### config.mk
export PLATFORM = sky130hd
export DESIGN_NAME = mdu_issue_ctrl_flat
export DESIGN_NICKNAME = d
export VERILOG_FILES = /design/src/rtl/mdu_issue_ctrl_if.sv /design/src/rtl/mdu_issue_ctrl.sv /design/src/flat_wrapper.sv
export SDC_FILE = /design/constraint.sdc
export NUM_CORES = 1
export LEC_CHECK = 0
export BUFFER_PORTS_ARGS = -buffer_cell sky130_fd_sc_hd__buf_2
export CAP_MARGIN = 20
export CORE_MARGIN = 2
export CORE_UTILIZATION = 45
export DETAILED_ROUTE_END_ITERATION = 10
export HOLD_SLACK_MARGIN = 0.15
export PLACE_DENSITY = 0.84
export SYNTH_ARGS = -nofsm -noshare
export SYNTH_HDL_FRONTEND = slang
export SYNTH_SLANG_ARGS = --single-unit
### constraint.sdc
create_clock -name clk -period 1.8 [get_ports clk]
set_input_delay 0.18 -clock clk [delete_from_list [all_inputs] [get_ports clk]]
set_output_delay 0.18 -clock clk [all_outputs]
set_load 0.05 [all_outputs]
### src/rtl/mdu_issue_ctrl_if.sv
// MDU request/ready bus between the issue controller (master) and the MDU (slave).
// Signal names follow the controller's point of view.
interface mdu_issue_ctrl_if;
  logic        mdu_en_o;
  logic        mdu_clear_o;
  logic [4:0]  mdu_control_o;
  logic [31:0] mdu_a_o;
  logic [31:0] mdu_b_o;
  logic [63:0] mdu_result_i;
  logic        mdu_ready_i;

  modport master (
    output mdu_en_o,
    output mdu_clear_o,
    output mdu_control_o,
    output mdu_a_o,
    output mdu_b_o,
    input  mdu_result_i,
    input  mdu_ready_i
  );

  modport slave (
    input  mdu_en_o,
    input  mdu_clear_o,
    input  mdu_control_o,
    input  mdu_a_o,
    input  mdu_b_o,
    output mdu_result_i,
    output mdu_ready_i
  );
endinterface

### src/rtl/mdu_issue_ctrl.sv
// Issues MULT/DIV/MTHI/MTLO from EX to the MDU, stalls the pipe until ready, owns HI/LO.
// state | meaning
// IDLE  | accepting ops; multiplies may complete in the issue cycle
// BUSY  | waiting on MDU ready with latched op/operands, pipe stalled
// DONE  | held EX op already completed; wait for stall_i to drop
module mdu_issue_ctrl #(
  parameter int unsigned TIMEOUT_CYCLES = 64
) (
  input  logic                    clk,
  input  logic                    rst,
  input  logic                    op_valid_i,
  input  logic [2:0]              op_i,
  input  logic [31:0]             a_i,
  input  logic [31:0]             b_i,
  input  logic                    flush_i,
  input  logic                    stall_i,
  mdu_issue_ctrl_if.master        mdu,
  output logic                    stall_o,
  output logic [31:0]             hi_o,
  output logic [31:0]             lo_o,
  output logic [7:0]              busy_cnt_o,
  output logic                    err_o
);

  typedef enum logic [1:0] {IDLE, BUSY, DONE} state_t;

  localparam logic [2:0] OP_MULT  = 3'd1;
  localparam logic [2:0] OP_MULTU = 3'd2;
  localparam logic [2:0] OP_DIV   = 3'd3;
  localparam logic [2:0] OP_DIVU  = 3'd4;
  localparam logic [2:0] OP_MTHI  = 3'd5;
  localparam logic [2:0] OP_MTLO  = 3'd6;

  localparam logic [4:0] CTRL_MULT  = 5'b11000;
  localparam logic [4:0] CTRL_MULTU = 5'b11001;
  localparam logic [4:0] CTRL_DIV   = 5'b11010;
  localparam logic [4:0] CTRL_DIVU  = 5'b11011;

  function automatic logic [4:0] ctrlOf(input logic [2:0] op);
    case (op)
      OP_MULT:  ctrlOf = CTRL_MULT;
      OP_MULTU: ctrlOf = CTRL_MULTU;
      OP_DIV:   ctrlOf = CTRL_DIV;
      OP_DIVU:  ctrlOf = CTRL_DIVU;
      default:  ctrlOf = 5'd0;
    endcase
  endfunction

  state_t      state;
  logic [2:0]  latOp;
  logic [31:0] latA;
  logic [31:0] latB;

  logic        opIsMd;
  logic        opIsMove;
  logic        start;
  logic        moveWr;
  logic        enComb;
  logic        clearComb;
  logic        stallComb;
  logic [4:0]  ctrlComb;
  logic [31:0] aComb;
  logic [31:0] bComb;
  logic [7:0]  busyCntNext;
  logic        watchdogHit;

  always_comb begin
    opIsMd    = op_i inside {OP_MULT, OP_MULTU, OP_DIV, OP_DIVU};
    opIsMove  = (op_i == OP_MTHI) || (op_i == OP_MTLO);
    start     = (state == IDLE) && op_valid_i && opIsMd && !flush_i;
    moveWr    = (state == IDLE) && op_valid_i && opIsMove && !flush_i;
    enComb    = 1'b0;
    clearComb = 1'b0;
    stallComb = 1'b0;
    ctrlComb  = 5'd0;
    aComb     = a_i;
    bComb     = b_i;
    case (state)
      IDLE: begin
        enComb    = start;
        ctrlComb  = start ? ctrlOf(op_i) : 5'd0;
        stallComb = start && !mdu.mdu_ready_i;
      end
      BUSY: begin
        enComb    = 1'b1;
        clearComb = flush_i;
        ctrlComb  = ctrlOf(latOp);
        aComb     = latA;
        bComb     = latB;
        stallComb = !flush_i && !mdu.mdu_ready_i;
      end
      default: ;
    endcase
  end

  // Handshake outputs are forced quiet while reset is asserted, even though IDLE passes through.
  assign mdu.mdu_en_o      = enComb & rst;
  assign mdu.mdu_clear_o   = clearComb & rst;
  assign mdu.mdu_control_o = ctrlComb & {5{rst}};
  assign mdu.mdu_a_o       = aComb;
  assign mdu.mdu_b_o       = bComb;
  assign stall_o           = stallComb & rst;

  assign busyCntNext = (busy_cnt_o == 8'hFF) ? 8'hFF : busy_cnt_o + 8'd1;
  assign watchdogHit = (TIMEOUT_CYCLES != 0) && (32'(busyCntNext) == TIMEOUT_CYCLES);

  always_ff @(posedge clk or negedge rst) begin
    if (!rst) begin
      state      <= IDLE;
      hi_o       <= 32'd0;
      lo_o       <= 32'd0;
      latOp      <= 3'd0;
      latA       <= 32'd0;
      latB       <= 32'd0;
      busy_cnt_o <= 8'd0;
      err_o      <= 1'b0;
    end else begin
      case (state)
        IDLE: begin
          if (start) begin
            if (mdu.mdu_ready_i) begin
              hi_o  <= mdu.mdu_result_i[63:32];
              lo_o  <= mdu.mdu_result_i[31:0];
              state <= stall_i ? DONE : IDLE;
            end else begin
              latOp      <= op_i;
              latA       <= a_i;
              latB       <= b_i;
              busy_cnt_o <= 8'd0;
              state      <= BUSY;
            end
          end else if (moveWr) begin
            if (op_i == OP_MTHI) hi_o <= a_i;
            else                 lo_o <= a_i;
            state <= stall_i ? DONE : IDLE;
          end
        end
        BUSY: begin
          busy_cnt_o <= busyCntNext;
          if (watchdogHit) err_o <= 1'b1;
          // Flush beats a same-cycle ready: the result is annulled, not committed.
          if (flush_i) begin
            state <= IDLE;
          end else if (mdu.mdu_ready_i) begin
            hi_o  <= mdu.mdu_result_i[63:32];
            lo_o  <= mdu.mdu_result_i[31:0];
            state <= stall_i ? DONE : IDLE;
          end
        end
        DONE: begin
          if (!stall_i || flush_i) state <= IDLE;
        end
        default: state <= IDLE;
      endcase
    end
  end

endmodule

### src/flat_wrapper.sv
// flat-port wrapper written by rule: the top's interface ports become plain ports
module mdu_issue_ctrl_flat 
#(
  parameter int unsigned TIMEOUT_CYCLES = 64
)
  (clk, rst, op_valid_i, op_i, a_i, b_i, flush_i, stall_i, stall_o, hi_o, lo_o, busy_cnt_o, err_o, mdu_mdu_en_o, mdu_mdu_clear_o, mdu_mdu_control_o, mdu_mdu_a_o, mdu_mdu_b_o, mdu_mdu_result_i, mdu_mdu_ready_i);
  mdu_issue_ctrl_if mdu_i ();
  input  logic clk;
  input  logic rst;
  input  logic op_valid_i;
  input  logic [2:0] op_i;
  input  logic [31:0] a_i;
  input  logic [31:0] b_i;
  input  logic flush_i;
  input  logic stall_i;
  output logic stall_o;
  output logic [31:0] hi_o;
  output logic [31:0] lo_o;
  output logic [7:0] busy_cnt_o;
  output logic err_o;
  output wire logic [$bits(mdu_i.mdu_en_o)-1:0] mdu_mdu_en_o;
  output wire logic [$bits(mdu_i.mdu_clear_o)-1:0] mdu_mdu_clear_o;
  output wire logic [$bits(mdu_i.mdu_control_o)-1:0] mdu_mdu_control_o;
  output wire logic [$bits(mdu_i.mdu_a_o)-1:0] mdu_mdu_a_o;
  output wire logic [$bits(mdu_i.mdu_b_o)-1:0] mdu_mdu_b_o;
  input wire logic [$bits(mdu_i.mdu_result_i)-1:0] mdu_mdu_result_i;
  input wire logic [$bits(mdu_i.mdu_ready_i)-1:0] mdu_mdu_ready_i;
  assign mdu_mdu_en_o = mdu_i.mdu_en_o;
  assign mdu_mdu_clear_o = mdu_i.mdu_clear_o;
  assign mdu_mdu_control_o = mdu_i.mdu_control_o;
  assign mdu_mdu_a_o = mdu_i.mdu_a_o;
  assign mdu_mdu_b_o = mdu_i.mdu_b_o;
  assign mdu_i.mdu_result_i = mdu_mdu_result_i;
  assign mdu_i.mdu_ready_i = mdu_mdu_ready_i;
  mdu_issue_ctrl #(.TIMEOUT_CYCLES(TIMEOUT_CYCLES)) u_core (.clk(clk), .rst(rst), .op_valid_i(op_valid_i), .op_i(op_i), .a_i(a_i), .b_i(b_i), .flush_i(flush_i), .stall_i(stall_i), .mdu(mdu_i), .stall_o(stall_o), .hi_o(hi_o), .lo_o(lo_o), .busy_cnt_o(busy_cnt_o), .err_o(err_o));
endmodule
==> out/metrics.yaml, run 1 <==
yosysSeqAreaShare_pct: 49.5
crit_endpoint: "u_core.lo_o[19]$_DFFE_PN0P_/D"
grt_max_degree: 143
htreeDepth: 4
io_buffers: 280
io_pins: 282
overflow: 818
synth_cell_types: 47
clock-root-buffer: "clkbuf_16"
tool.error: "[ERROR GRT-0232] Routing congestion too high. Check the congestion heatmap in the GUI."
yosysWarnings: 0
synthesis.nets: 973
synth_edf_count: 0
start_util_pct: 45.7
num_rows: 46
ys_ff_latch: 142
worst-ep-kind: "register input"
gp_congestion: 0.849
syn_area_mm2: 0.00717
syn_area_per_cell_um2: 8.59
numCtsBuffers: 17
place_hpwl_mm: 16.1
place_area_mm2: 0.00961
clockBufferDepth: 2
synth-async-reset-ratio_pct: 100
synth-main-ff-cell: "dfrtp_1"
status: "stopped before the end"
haltStage: "global routing"
die_h_um: 130
fp.dieW_um: 130
track_usage_pct: 93.6
cts_sinks: 142
syn_inst: 835
## cell usage after synthesis (all sizes together), types with 2 or more instances
cell type    n  area, um^2
a211o        2        17.5
a21o         5        37.5
a21oi       12        60.1
a31oi        5        31.3
and3         4        25.0
buf         29         186
clkbuf      32         120
dfrtp      142        3550
inv          6        22.5
nand2      397        1490
nand2b      65         407
nand3        7        35.0
nand4        2        12.5
nor2        10        37.5
nor2b        4        25.0
nor3         6        62.6
nor4         2        12.5
nor4b        2        32.5
o21ai       10        50.1
o221a       64         721
o22ai        3        18.8
or2          2        12.5
or2b         5        37.5
xnor2        3        26.3
## layer usage
| metal | overflow | track usage [%] |
|---|---|---|
| met5 | 0 | 28.8 |
| met3 | 9 | 74.8 |
| met2 | 557 | 115 |
| met1 | 3 | 85.6 |
| met4 | 249 | 112 |
## through the flow
stage / TNS (ps) / hold slack (ps) / utilization, % / setup slack (ps) / cells
2_1_floorplan: -3600 / -116 / - / -191 / 835
3_3_place_gp: -54.9 / 391 / 61.1 / -29.0 / 1318
3_5_place_dp: -1510 / 395 / 61.1 / -48.6 / 1318
4_1_cts: -43870 / 175 / 88.6 / -325 / 1547
## logic make-up after synthesis
logic type,synth area share (%)
AO/OA/AOI/OAI,14.0
XOR/XNOR,0.366
adder cells (fa/ha/maj),0.174
buffers and inverters,4.59
flip-flops,49.5
other,0.0523
AND/OR/NAND/NOR,31.3
## what timing repair did
action | 4_1_cts
pin swaps | 166
gates cloned | 25
endpoints found under the setup margin | 179
gates resized for setup | 409
hold buffers | 132
setup buffers | 41
hold endpoints to repair | 273
==> inputs of run 2 (changes only) <==
--- a/config.mk
+++ b/config.mk
@@ -8,10 +8,9 @@
 export BUFFER_PORTS_ARGS = -buffer_cell sky130_fd_sc_hd__buf_2
 export CAP_MARGIN = 20
 export CORE_MARGIN = 2
-export CORE_UTILIZATION = 45
+export CORE_UTILIZATION = 30
 export DETAILED_ROUTE_END_ITERATION = 10
-export HOLD_SLACK_MARGIN = 0.15
-export PLACE_DENSITY = 0.84
+export PLACE_DENSITY_LB_ADDON = 0.15
 export SYNTH_ARGS = -nofsm -noshare
 export SYNTH_HDL_FRONTEND = slang
 export SYNTH_SLANG_ARGS = --single-unit
==> constraint.sdc (replaced) <==
create_clock -name clk -period 2.3 [get_ports clk]
set_input_delay 0.23 -clock clk [delete_from_list [all_inputs] [get_ports clk]]
set_output_delay 0.23 -clock clk [all_outputs]
set_load 0.05 [all_outputs]
==> out/metrics.yaml, run 2 <==
synth_top_cell_by_area: "dfrtp_1"
synthXorXnorAreaFrac_pct: 0.366  # unchanged
fillers: 2408
htreeDepth: 4  # unchanged
numCtsBuffers: 17  # unchanged
yosys-top-cells-count: "nand2_1, dfrtp_1, nand2b_1"
synth-adder-area-share_pct: 0.174  # unchanged
synth-simple-area-share_pct: 31.3  # unchanged
synth-async-reset-ratio_pct: 100  # unchanged
track_usage_pct: 18.2
gp_congestion: 0.800  # -5.7%
start_util_pct: 30.6  # -15 points
holdCritPathClass: "in2async"
ys_ff_latch: 142  # unchanged
setup_violations: 1
worstReg2RegStart: "u_core.state[1]$_DFFE_PN0P_"
synth_cell_types: 47  # unchanged
timing_hold_violations_final: 8
p_leak_nw: 4.82
syn_area_mm2: 0.00717  # unchanged
clock-root-buffer: "clkbuf_16"
max_freq_mhz: 432
hold_slack_ps: -7.85
wl_per_cell_um: 15.9
synth_compound_area_share_pct: 14.0  # unchanged
total_power_mw: 9.03
synthMostInstantiatedCell: "nand2_1"
synthMuxAreaShare_pct: 0  # unchanged
fp.dieW_um: 159  # +22%
violations: "negative hold slack, negative setup slack"
yosysWarnings: 0  # unchanged
cts.reportedPaths.clkPinSlew_ps: 80
period_needed_ps: 2310
die_h_um: 159  # +22%
cp.required_ps: 2070
drtAntennaViolNets: 0
synth_edf_count: 0  # unchanged
rrSetupSlack_ps: 100
grt_pass1_vias: 6469
antenna_found_initial: 2
rsz0062_at_grt: "yes"
critPathLaunchType: "flop"
endpoint_kind: "output port"
maxSlewViolCount: 0
drtIter0Drc: 335
wirelength_mm: 23.0
syn_area_per_cell_um2: 8.59  # unchanged
critical_path_class: "reg2out"
core_area_mm2: 0.0235
yosysSeqAreaShare_pct: 49.5  # unchanged
ir_drop_v: 0.000363
cts_tree: "done"
num_rows: 56  # +22%
grt_max_degree: 143
ff2ff_path_depth: 7
fin_skew_ps: 13.7
nets: 1254
tightest_slew_ps: 777
final_area_mm2: 0.00974
via_per_inst: 4.64
status: "finished, violations left"
max-slew-margin-rel_pct: 48.2
layout-drive-gt1-share_pct: 37.9
die_area_mm2: 0.0252
fin_ws_ps: -12.3
vias: 6727
place_area_mm2: 0.00898  # -6.5%
final_common_cell: "nand2_1"
synth_top_area_share_pct: 49.5  # unchanged
worstSkewPairLatency_ps: 430
cp-endpoint: "mdu_mdu_control_o[0]"
cp-startpoint: "u_core.state[1]$_DFFE_PN0P_"
drc: 0
period_share_pct: 101
syn_to_final_growth_pct: 35.7
dr.pass1.iters: 5
syn_inst: 835  # unchanged
synth_top_family_by_area: "simple AND/OR/NAND/NOR gates"
final_cells: 1449
clockBufferDepth: 2  # unchanged
cap_violations: 0
synthesis.nets: 973  # unchanged
crit_arrival_ps: 2080
tns_ps: -12.3
grt_pass1_wl_mm: 35.7
place_hpwl_mm: 16.0  # -0.83%
io_pins: 282  # unchanged
cts_sinks: 142  # unchanged
io_buffers: 280  # unchanged
p_per_area_mw_per_mm2: 927
dp.cells: 1404  # +6.5%
r2r-end: "u_core.hi_o[23]$_DFFE_PN0P_"
cp_max_fo: 5
pre_cts_ws_ps: -198  # -149 ps
overflow: 0
synth-main-ff-cell: "dfrtp_1"
synthTopCellsByArea: "dfrtp_1, nand2_1, o221a_2, nand2b_1, clkbuf_1"
layout_common_cells: "nand2_1, buf_2, dfrtp_1"
==> run 2: cell counts after synthesis <==
No cell type changed its count.
==> run 2: cells by family after synthesis <==
family | Yosys count
simple gates | 512
xor+xnor | 3
buf+inv | 67
fa+ha+maj | 1
flops | 142
compound gates | 109
other cells | 1
==> run 2: final cells by class <==
type                       count  area (um^2)  share of cell area (%)
antenna                        1         2.50                  0.0257
clock buffer                  18          439                    4.51
clock inverter                14          144                    1.48
inverter                       6         22.5                   0.231
multi-input combinational    626         3360                    34.5
sequential                   142         3560                    36.5
tap                          319          399                    4.10
timing repair buffer         323         1820                    18.7
==> run 2: per-layer routing <==
layer | track usage, % | routed length (um) | vias up
met5 | 0 | 13 | -
met4 | 4.93 | 291 | 2
met3 | 4.90 | 1750 | 17
met2 | 29.3 | 10700 | 224
met1 | 24.2 | 10300 | 3153
li1 | - | - | 3331
==> run 2: worst max-delay path, cell delays in order (launching register included) <==
cell and delay [ps]:
dfrtp_2 450, buf_6 140, or4b_4 540, nor3_2 120
nor2_1 90, nor2_2 140, buf_6 180
==> run 2: worst min path at each step <==
stage	start	endpoint	slack (ps)	cells after the start
floorplan	rst	u_core.busy_cnt_o[0]$_DFFE_PN0P_	-70	0
finish	rst	u_core.lo_o[4]$_DFFE_PN0P_	-8	2
CTS	b_i[18]	u_core.latB[18]$_DFFE_PN0P_	2	3
global placement	b_i[4]	u_core.latB[4]$_DFFE_PN0P_	440	3
detailed placement	b_i[13]	u_core.latB[13]$_DFFE_PN0P_	450	3
global route	b_i[18]	u_core.latB[18]$_DFFE_PN0P_	6	3
==> run 2: what timing repair did <==
action,in CTS,in global routing
pin swaps,5,2
resized for setup,14,3
endpoints found under the hold margin,5,0
hold buffers,5,0
setup buffers,3,3
endpoints found under the setup margin,48,45
==> run 2: power breakdown <==
group | internal [mW] | total, mW | leakage, nW | switching [mW]
clock network | 1.56 | 2.79 | 0.281 | 1.23
registers | 3.05 | 3.39 | 1.63 | 0.343
logic | 0.828 | 2.85 | 2.92 | 2.02
total | 5.44 | 9.03 | 4.82 | 3.59
==> run 2: through the flow <==
step | hold slack (ps) | utilization, %
after floorplan | -65.6 | -
after global placement | 442 | 38.3
after detailed placement | 448 | 38.3
after CTS | 1.66 | 41.3
after global routing | 6.01 | 41.5
final | -7.85 | 41.5
Note: power is estimated with default switching activity, not from simulation.
